$ cat src/rtl/twiddle_stream_gen.sv
// twiddle_stream_gen: streaming radix-2 DIF twiddle-factor source for one SDF stage.
// Tracks the sample position within a frame, derives the exponent for the latched
// stage, and looks up a quarter-wave cosine ROM built at elaboration time. The
// complex twiddle (FFT: e^-j theta, IFFT: e^+j theta) appears two cycles after each
// accepted sample, together with its frame index.
module twiddle_stream_gen #(
    parameter int NFFT       = 64,
    parameter int LOG2N      = $clog2(NFFT),
    parameter int DATA_WIDTH = 15,
    parameter int FRAC_BITS  = 10
) (
    input  logic                         clk,
    input  logic                         rst_n,
    input  logic                         clear,
    input  logic                         in_valid,
    input  logic                         mode_ifft,
    input  logic [$clog2(LOG2N)-1:0]     stage,
    output logic signed [DATA_WIDTH-1:0] tw_real,
    output logic signed [DATA_WIDTH-1:0] tw_imag,
    output logic                         tw_valid,
    output logic                         tw_frame_start,
    output logic [LOG2N-1:0]             tw_index
);

    localparam int SW   = $clog2(LOG2N);
    localparam int EW   = LOG2N - 1;
    localparam int QTR  = NFFT / 4;
    localparam int HALF = NFFT / 2;
    localparam int MW   = FRAC_BITS + 1;
    localparam int PADW = DATA_WIDTH - MW;

    localparam logic [SW-1:0]    LAST_STAGE = SW'(LOG2N - 1);
    localparam logic [EW-1:0]    QTR_E      = EW'(QTR);
    localparam logic [LOG2N-1:0] HALF_N     = LOG2N'(HALF);
    localparam logic [LOG2N:0]   NFFT_W     = (LOG2N + 1)'(NFFT);
    localparam logic [LOG2N:0]   ONE_W      = (LOG2N + 1)'(1);

    // Rounded (half away from zero) cosine magnitude for ROM address idx.
    function automatic int romEntry(input int idx);
        real ang;
        real val;
        ang = 2.0 * 3.14159265358979323846 * real'(idx) / real'(NFFT);
        val = $cos(ang) * (2.0 ** FRAC_BITS);
        if (val >= 0.0) begin
            return $rtoi(val + 0.5);
        end
        return -$rtoi(0.5 - val);
    endfunction

    // The table is padded to a power of two so every address value is in range;
    // entries above the quarter-wave point are never addressed.
    logic [MW-1:0] romTable [HALF];

    for (genvar i = 0; i < HALF; i++) begin : g_rom
        localparam int ENTRY = (i <= QTR) ? romEntry(i) : 0;
        assign romTable[i] = MW'(ENTRY);
    end

    logic [LOG2N-1:0]             cnt_q,      cnt_d;
    logic                         latMode_q,  latMode_d;
    logic [SW-1:0]                latStage_q, latStage_d;
    logic                         p1Valid_q,  p1Valid_d;
    logic [LOG2N-1:0]             p1Idx_q,    p1Idx_d;
    logic [EW-1:0]                p1Exp_q,    p1Exp_d;
    logic                         p1Quad_q,   p1Quad_d;
    logic                         p1Mode_q,   p1Mode_d;
    logic                         twValid_q,  twValid_d;
    logic [LOG2N-1:0]             twIdx_q,    twIdx_d;
    logic signed [DATA_WIDTH-1:0] twReal_q,   twReal_d;
    logic signed [DATA_WIDTH-1:0] twImag_q,   twImag_d;

    logic [SW-1:0]                stageClamp;
    logic [SW-1:0]                stageEff;
    logic                         modeEff;
    logic                         frameHead;
    logic [LOG2N:0]               lenW;
    logic [LOG2N:0]               halfW;
    logic [LOG2N:0]               posW;
    logic [EW-1:0]                expVal;
    logic                         quadVal;
    logic [EW-1:0]                addrC;
    logic [EW-1:0]                addrS;
    logic signed [DATA_WIDTH-1:0] cosExt;
    logic signed [DATA_WIDTH-1:0] sinExt;

    // Exponent for the current sample; sample 0 uses the incoming mode/stage directly.
    always_comb begin
        stageClamp = (stage > LAST_STAGE) ? LAST_STAGE : stage;
        frameHead  = (cnt_q == '0);
        stageEff   = frameHead ? stageClamp : latStage_q;
        modeEff    = frameHead ? mode_ifft : latMode_q;
        lenW       = NFFT_W >> stageEff;
        halfW      = lenW >> 1;
        posW       = {1'b0, cnt_q} & (lenW - ONE_W);
        expVal     = (posW >= halfW) ? EW'((posW - halfW) << stageEff) : '0;
        quadVal    = (expVal > QTR_E);
    end

    // Frame counter, per-frame latch and first pipeline stage; clear beats in_valid.
    always_comb begin
        cnt_d      = cnt_q;
        latMode_d  = latMode_q;
        latStage_d = latStage_q;
        p1Valid_d  = 1'b0;
        p1Idx_d    = p1Idx_q;
        p1Exp_d    = p1Exp_q;
        p1Quad_d   = p1Quad_q;
        p1Mode_d   = p1Mode_q;
        if (clear) begin
            cnt_d = '0;
        end else if (in_valid) begin
            cnt_d = cnt_q + LOG2N'(1);
            if (frameHead) begin
                latMode_d  = mode_ifft;
                latStage_d = stageClamp;
            end
            p1Valid_d = 1'b1;
            p1Idx_d   = cnt_q;
            p1Exp_d   = expVal;
            p1Quad_d  = quadVal;
            p1Mode_d  = modeEff;
        end
    end

    // Quadrant fold onto the ROM and sign selection for the output stage.
    always_comb begin
        addrC     = p1Quad_q ? EW'(HALF_N - {1'b0, p1Exp_q}) : p1Exp_q;
        addrS     = p1Quad_q ? (p1Exp_q - QTR_E) : (QTR_E - p1Exp_q);
        cosExt    = signed'({{PADW{1'b0}}, romTable[addrC]});
        sinExt    = signed'({{PADW{1'b0}}, romTable[addrS]});
        twValid_d = p1Valid_q & ~clear;
        twIdx_d   = twIdx_q;
        twReal_d  = twReal_q;
        twImag_d  = twImag_q;
        if (twValid_d) begin
            twIdx_d  = p1Idx_q;
            twReal_d = p1Quad_q ? -cosExt : cosExt;
            twImag_d = p1Mode_q ? sinExt : -sinExt;
        end
    end

    // State registers for counter, latch and both pipeline stages.
    always_ff @(posedge clk or negedge rst_n) begin
        if (!rst_n) begin
            cnt_q      <= '0;
            latMode_q  <= 1'b0;
            latStage_q <= '0;
            p1Valid_q  <= 1'b0;
            p1Idx_q    <= '0;
            p1Exp_q    <= '0;
            p1Quad_q   <= 1'b0;
            p1Mode_q   <= 1'b0;
            twValid_q  <= 1'b0;
            twIdx_q    <= '0;
            twReal_q   <= '0;
            twImag_q   <= '0;
        end else begin
            cnt_q      <= cnt_d;
            latMode_q  <= latMode_d;
            latStage_q <= latStage_d;
            p1Valid_q  <= p1Valid_d;
            p1Idx_q    <= p1Idx_d;
            p1Exp_q    <= p1Exp_d;
            p1Quad_q   <= p1Quad_d;
            p1Mode_q   <= p1Mode_d;
            twValid_q  <= twValid_d;
            twIdx_q    <= twIdx_d;
            twReal_q   <= twReal_d;
            twImag_q   <= twImag_d;
        end
    end

    assign tw_real        = twReal_q;
    assign tw_imag        = twImag_q;
    assign tw_valid       = twValid_q;
    assign tw_index       = twIdx_q;
    assign tw_frame_start = twValid_q & (twIdx_q == '0);

endmodule

$ cat config.mk
export PLATFORM = sky130hd
export DESIGN_NAME = twiddle_stream_gen
export DESIGN_NICKNAME = d
export VERILOG_FILES = /design/src/rtl/twiddle_stream_gen.sv
export SDC_FILE = /design/constraint.sdc
export NUM_CORES = 1
export LEC_CHECK = 0
export CAP_MARGIN = 20
export CORE_UTILIZATION = 35
export DETAILED_ROUTE_END_ITERATION = 7
export GPL_ROUTABILITY_DRIVEN = 0
export HOLD_SLACK_MARGIN = 0.03
export MAX_ROUTING_LAYER = met4
export PLACE_DENSITY_LB_ADDON = 0.05
export SETUP_SLACK_MARGIN = 0.05
export SLEW_MARGIN = 5
export SYNTH_ARGS = -nofsm -noshare
export SYNTH_HDL_FRONTEND = slang
export SYNTH_SLANG_ARGS = --single-unit
export TNS_END_PERCENT = 5
$ cat constraint.sdc
create_clock -name clk -period 4.9 [get_ports clk]
set_input_delay 0.98 -clock clk [delete_from_list [all_inputs] [get_ports clk]]
set_output_delay 0.98 -clock clk [all_outputs]
set_load 0.02 [all_outputs]
### After elaboration in Yosys (flattened, before gate mapping)

Memory sizes are Yosys's and may differ from the RTL's.
Cells that the tools add are included.

* register bits: 60
* memory bits (read-only): 704
* bits of input ports: 8
* memories: 2

* add/subtract/negate cells: 8
* magnitude comparators: 5
* shifts and indexed selects: 2
* mux-type cells: 16
* bitwise logic cells: 6
* reduce and logical (&&, ||, !) cells: 5

Memory list
* (no name shown): words 32, bits a word 11, read ports 1, clocked after memory_dff 0, write ports 0, RTL line 130 `sinExt = signed'({{PADW{1'b0}}, romTable[addrS]});`
* (no name shown): words 32, bits a word 11, read ports 1, clocked after memory_dff 0, write ports 0, RTL line 129 `cosExt = signed'({{PADW{1'b0}}, romTable[addrC]});`

Operators by type and width (count)
* $mux W11: 4
* $mux W15: 2
* $neg A11 Y15: 2
* $mux W5: 3
* $ge A6 B6 Y1 const B: 2
* $logic_not A6 Y1: 2
* $mux W6: 2
* $not A5 Y6: 2
* $and A6 B7 Y7: 1
* $ge A7 B6 Y1: 1
* $shl A7 B3 Y5: 1
* $shr A7 B3 Y7 const A: 1
* $sub A7 B1 Y7 const B: 1
* $sub A7 B6 Y7: 1
* $add A6 B1 Y6 const B: 1
* $mux W3: 2
* $gt A5 B5 Y1 const B: 1
* $sub A1 B5 Y5 const A: 1
* $sub A5 B5 Y5 const A: 1
* $sub A5 B5 Y5 const B: 1
* $gt A3 B3 Y1 const B: 1
* $mux W1: 3
* $reduce_and A3 Y1: 1
* $and A1 B1 Y1: 2
* 3 further kinds: 3

### Depth between registers and ports, before layout

* word-level depth: 10
* depth in mapped cells: 21
* mapped depth without buffers: 20

### Worst setup path before layout

OpenSTA, ideal clock, no wires.

* path type: input to register
* from: input stage[1]
* to: register p1Quad_q
* data arrival time: 3.819 ns
* slack: 0.960 ns
* cell stages on the path: 19
* path through: nor2b_1 > mux2_2 > inv_1 > clkbuf_1 > nor2_1 > nand2_1 > ha_1 > nor3_1 > a21oi_1 > o21ai_0 > and2_1 > ha_1 > a21o_1 > a21oi_1 > o21ai_0 > nand2_1 > o21bai_1 > nand3_1 > a22o_1

* longest elaborated chain between the ends: 10
* elaborated cells between the ends (all ways): 11
* those cells by class: 2 x add/sub; 3 x order compare; 2 x shift; 3 x mux; 1 x bitwise

Ends and longest elaborated chain
* start, declared: RTL line 17 `input logic [$clog2(LOG2N)-1:0] stage,`
* $gt A3 B3 Y1: RTL line 88 `stageClamp = (stage > LAST_STAGE) ? LAST_STAGE : stage;`
* $mux W3 *: RTL line 88
* $mux W3 *
* $shr A7 B3 Y7: RTL line 92 `lenW = NFFT_W >> stageEff;`
* $sub A7 B1 Y7: RTL line 94 `posW = {1'b0, cnt_q} & (lenW - ONE_W);`
* $and A6 B7 Y7: RTL line 94
* $sub A7 B6 Y7: RTL line 95 `expVal = (posW >= halfW) ? EW'((posW - halfW) << stageEff) : '0;`
* $shl A7 B3 Y5: RTL line 95
* $mux W5 *: RTL line 95
* $gt A5 B5 Y1 *: RTL line 96 `quadVal = (expVal > QTR_E);`
* end signal, assigned: RTL line 164 `p1Quad_q <= p1Quad_d;`
* end, declared: RTL line 65 `logic p1Quad_q, p1Quad_d;`

Every way passes the cells marked *; elsewhere a longest branch is shown, timed or not.
A chain may end at the register's enable or synchronous reset.

### Final worst setup path

* from: register cnt_q[2]
* to: register p1Quad_q

* longest elaborated chain between the ends: 9
* elaborated cells between the ends (all ways): 10
* those cells by class: 2 x add/sub; 2 x order compare; 2 x shift; 2 x mux; 1 x bitwise; 1 x reduce/logical

Ends and longest elaborated chain
* start, declared: RTL line 59 `logic [LOG2N-1:0] cnt_q, cnt_d;`
* start signal, assigned: RTL line 158 `cnt_q <= cnt_d;`
* $logic_not A6 Y1 *: RTL line 89 `frameHead = (cnt_q == '0);`
* $mux W3 *
* named net stageEff[2]: RTL line 73 `logic [SW-1:0] stageEff;`
* $shr A7 B3 Y7: RTL line 92
* $sub A7 B1 Y7: RTL line 94
* $and A6 B7 Y7: RTL line 94
* $sub A7 B6 Y7: RTL line 95
* $shl A7 B3 Y5: RTL line 95
* $mux W5 *: RTL line 95
* $gt A5 B5 Y1 *: RTL line 96

Mark *: on every way through the listed nets, which the timed path passes. The rest lies on a longest branch.

==> metrics.yaml <==
status: "finished clean"
p_int_mw: 1.72
start_util_pct: 36.5
synth-main-ff-cell: "dfrtp_1"
ys_types: 74
pwr-share-comb_pct: 55.1
syn2layout_area_growth_pct: 18.9
final_cells: 766
overflow: 0
drt-wirelength-per-cell_um: 15.1
power_density_nw_per_um2: 540
yosysSeqAreaShare_pct: 32.1
cts.sinks: 60
antenna_found_initial: 0
cts_inserted_buffers: 9
yosysTopAreaCellShare_pct: 32.1
slowest_stage: "mux2i_1"
ant_nets: 0
synth_fp_nets: 590
end_kind: "flip-flop"
drcViolationCount: 0
first_pass_iters: 5
netlist_top_cells_area: "dfrtp_1 32%, ha_1 7.5%, nand2_1 7.4%"
yosysTopAreaCell: "dfrtp_1"
switchingPower_mw: 1.29
vias_per_cell: 5.28
die-height_um: 118
drt_first_iter_violations: 341
rr_startpoint: "cnt_q[2]"
worstMarginPinSlew_ns: 0.920
max_stage_delay_ns: 0.55
pwr-share-seq_pct: 24.2
period_minus_slack_ns: 4.26
synth.cell_area_um2: 4680
cts_max_path_buffers: 2
rsz0062_at_grt: "no"
crit_chain: "nor4_1 > nand2_1 > mux2i_1 > clkinv_1 > nand2_1 > ha_1 > nor3_1 > a21oi_1 > o21ai_0 > and2_1 > ha_1 > a21o_1 > a21oi_1 > o21ai_0 > nand2_1 > o21bai_1 > nand3_1 > a22o_1"
setup_viol: 0
die_w_um: 118
hold_viol: 0
cpMostUsedCell: "nand2_1"
place_hpwl_um: 8660
root_buffer: "clkbuf_16"
slew_headroom_pct: 38.5
start_kind: "flip-flop"
avgSynthCellArea_um2: 8.46
grt_pass1_wl_um: 19600
insertion_delay_ns: 0.33
postCtsSetupRepairBufs: 0
hold_buffers: 0
reg2reg_depth: 18
endpoint: "p1Quad_q"
port_buffers: 45
clkTransAtPathRegs_ns: 0.06
r2r_slack_ns: 0.64
finalSetupTns_ns: 0
nFillCells: 1288
hold_path.startpoint: "tw_real[4]"
skew_ns: 0.0117
dieArea_um2: 13800
crit_arrival_ns: 4.47
hp-class: "flip-flop to flip-flop"
rows: 41
path_max_fanout: 7
drive_gt1_share_pct: 9.60
drv_cap: 0
boundaryPins: 46
routed_wl_um: 11600
vias: 4048
p_sw_share_pct: 43.0
yosys_warnings: 0
nets: 626
track_usage_pct: 17.9
max_freq_mhz: 235
power.leakage_nw: 2.40
core_area_um2: 12800
dp.cells: 750
async_flop_share_pct: 100
post-route-period-util_pct: 87.0
clockPowerShare_pct: 20.7
crit_path_start: "cnt_q[2]"
synthCells: 553
synth-seq-cells: 60
grt_pass1_vias: 3763
synth_edf_count: 0
critPathRequiredTime_ns: 5.11
cts_resized: 0
cts_max_level: 3
ir_drop_uv: 236
grt_start_max_net_pins: 61
cts_tree: "built"
path_class: "flip-flop to flip-flop"
slew_violations: 0
num_antenna_cells: 0
r2r_end: "p1Quad_q"
==> cell usage after synthesis, drive strengths merged (4+ instances only) <==
library cell and count:
nand2 92, dfrtp 60, o21ai 41, nor2 29, a21oi 28, ha 28
xnor2 21, inv 20, nor3 19, clkbuf 16, buf 15, mux2 14
xor2 14, a21o 13, o211ai 13, nand2b 12, nand3 12, mux2i 9
a31oi 7, nand4 6, nor4 5, o22ai 5, and3 4, nor2b 4
or2 4
==> cell type report <==
class | count | area [um^2] | area share, %
Multi-Input combinational cell | 439 | 2940 | 52.7
Sequential cell | 60 | 1500 | 27.0
Timing Repair Buffer | 56 | 528 | 9.49
Clock buffer | 9 | 225 | 4.05
Tap cell | 172 | 215 | 3.87
Inverter | 23 | 86.3 | 1.55
Clock inverter | 7 | 75.1 | 1.35
==> metrics by stage <==
stage	util, %	hold WS [ns]	setup slack [ns]	power [mW]	area [um^2]
after detailed placement	41.1	0.465	0.384	2.39	5270
after floorplan	-	0.439	0.960	1.91	4680
after global routing	43.4	0.498	0.299	3.25	5570
after global placement	41.1	0.458	0.466	2.38	5270
final	43.4	0.473	0.639	3.01	5570
after CTS	43.4	0.477	0.683	3.03	5570
==> cells in the final DEF, fill, tap and decap left out, drive strengths merged, types with 8 or more instances in the layout <==
cell,instances
nand2,92
dfrtp,60
clkdlybuf4s50,44
o21ai,41
nor2,29
a21oi,28
ha,28
xnor2,21
inv,21
nor3,19
mux2,14
xor2,14
a21o,13
o211ai,13
nand3,12
nand2b,12
buf,12
mux2i,9
clkbuf,9
clkinv,8
==> worst min-delay path by stage <==
stage,to,slack (ns),depth (start not counted)
finish,tw_real[4],0.47,2
global route,tw_real[14],0.50,2
CTS,tw_index[5],0.48,2
detailed placement,p1Idx_q[5],0.46,2
global placement,tw_index[2],0.46,2
floorplan,tw_index[0],0.44,2
==> cell families after synthesis <==
group | Yosys count | synth area share [%]
buffers and inverters | 54 | 5.27
DFF | 60 | 32.1
muxes | 23 | 5.29
AOI/OAI and AO/OA | 147 | 21.5
adders and majority gates | 29 | 7.91
and+or+nand+nor | 205 | 21.0
xor gates and xnor gates | 35 | 6.95
==> critical path: cells and delay by family (launching register included) <==
kind,cells,cell delay (ns)
AO/OA/AOI/OAI,7,1.02
adder cells (fa/ha/maj),2,0.58
buffers and inverters,1,0.21
flip-flops,1,0.47
multiplexers,1,0.55
AND/OR/NAND/NOR,7,1.31
==> power by group through the flow <==
| stage | registers (mW) | clock network [mW] | logic, mW |
|---|---|---|---|
| global route | 0.752 | 0.667 | 1.83 |
| floorplan | 0.800 | 0 | 1.11 |
| finish | 0.728 | 0.624 | 1.66 |
| CTS | 0.730 | 0.641 | 1.66 |
| global placement | 0.736 | 0 | 1.65 |
| detailed placement | 0.739 | 0 | 1.65 |
==> routing by layer <==
layer	vias up	part of all wire, %	wire [um]	GRT usage [%]
met4	0	0.93	107	6.25
met1	1909	53	6180	25.7
met5	-	0	0	-
li1	2054	-	-	-
met2	77	42	4900	25.2
met3	8	3.2	371	2.96
==> flip-flops by register name, indices dropped and copies added (netlist names) <==
register and count:
tw_imag 15, tw_real 15, cnt_q 6, p1Idx_q 6, tw_index 6, p1Exp_q 5
latStage_q 3, p1Mode_q 1, p1Quad_q 1, p1Valid_q 1, tw_valid 1
Note: power is estimated with default switching activity, not from simulation.
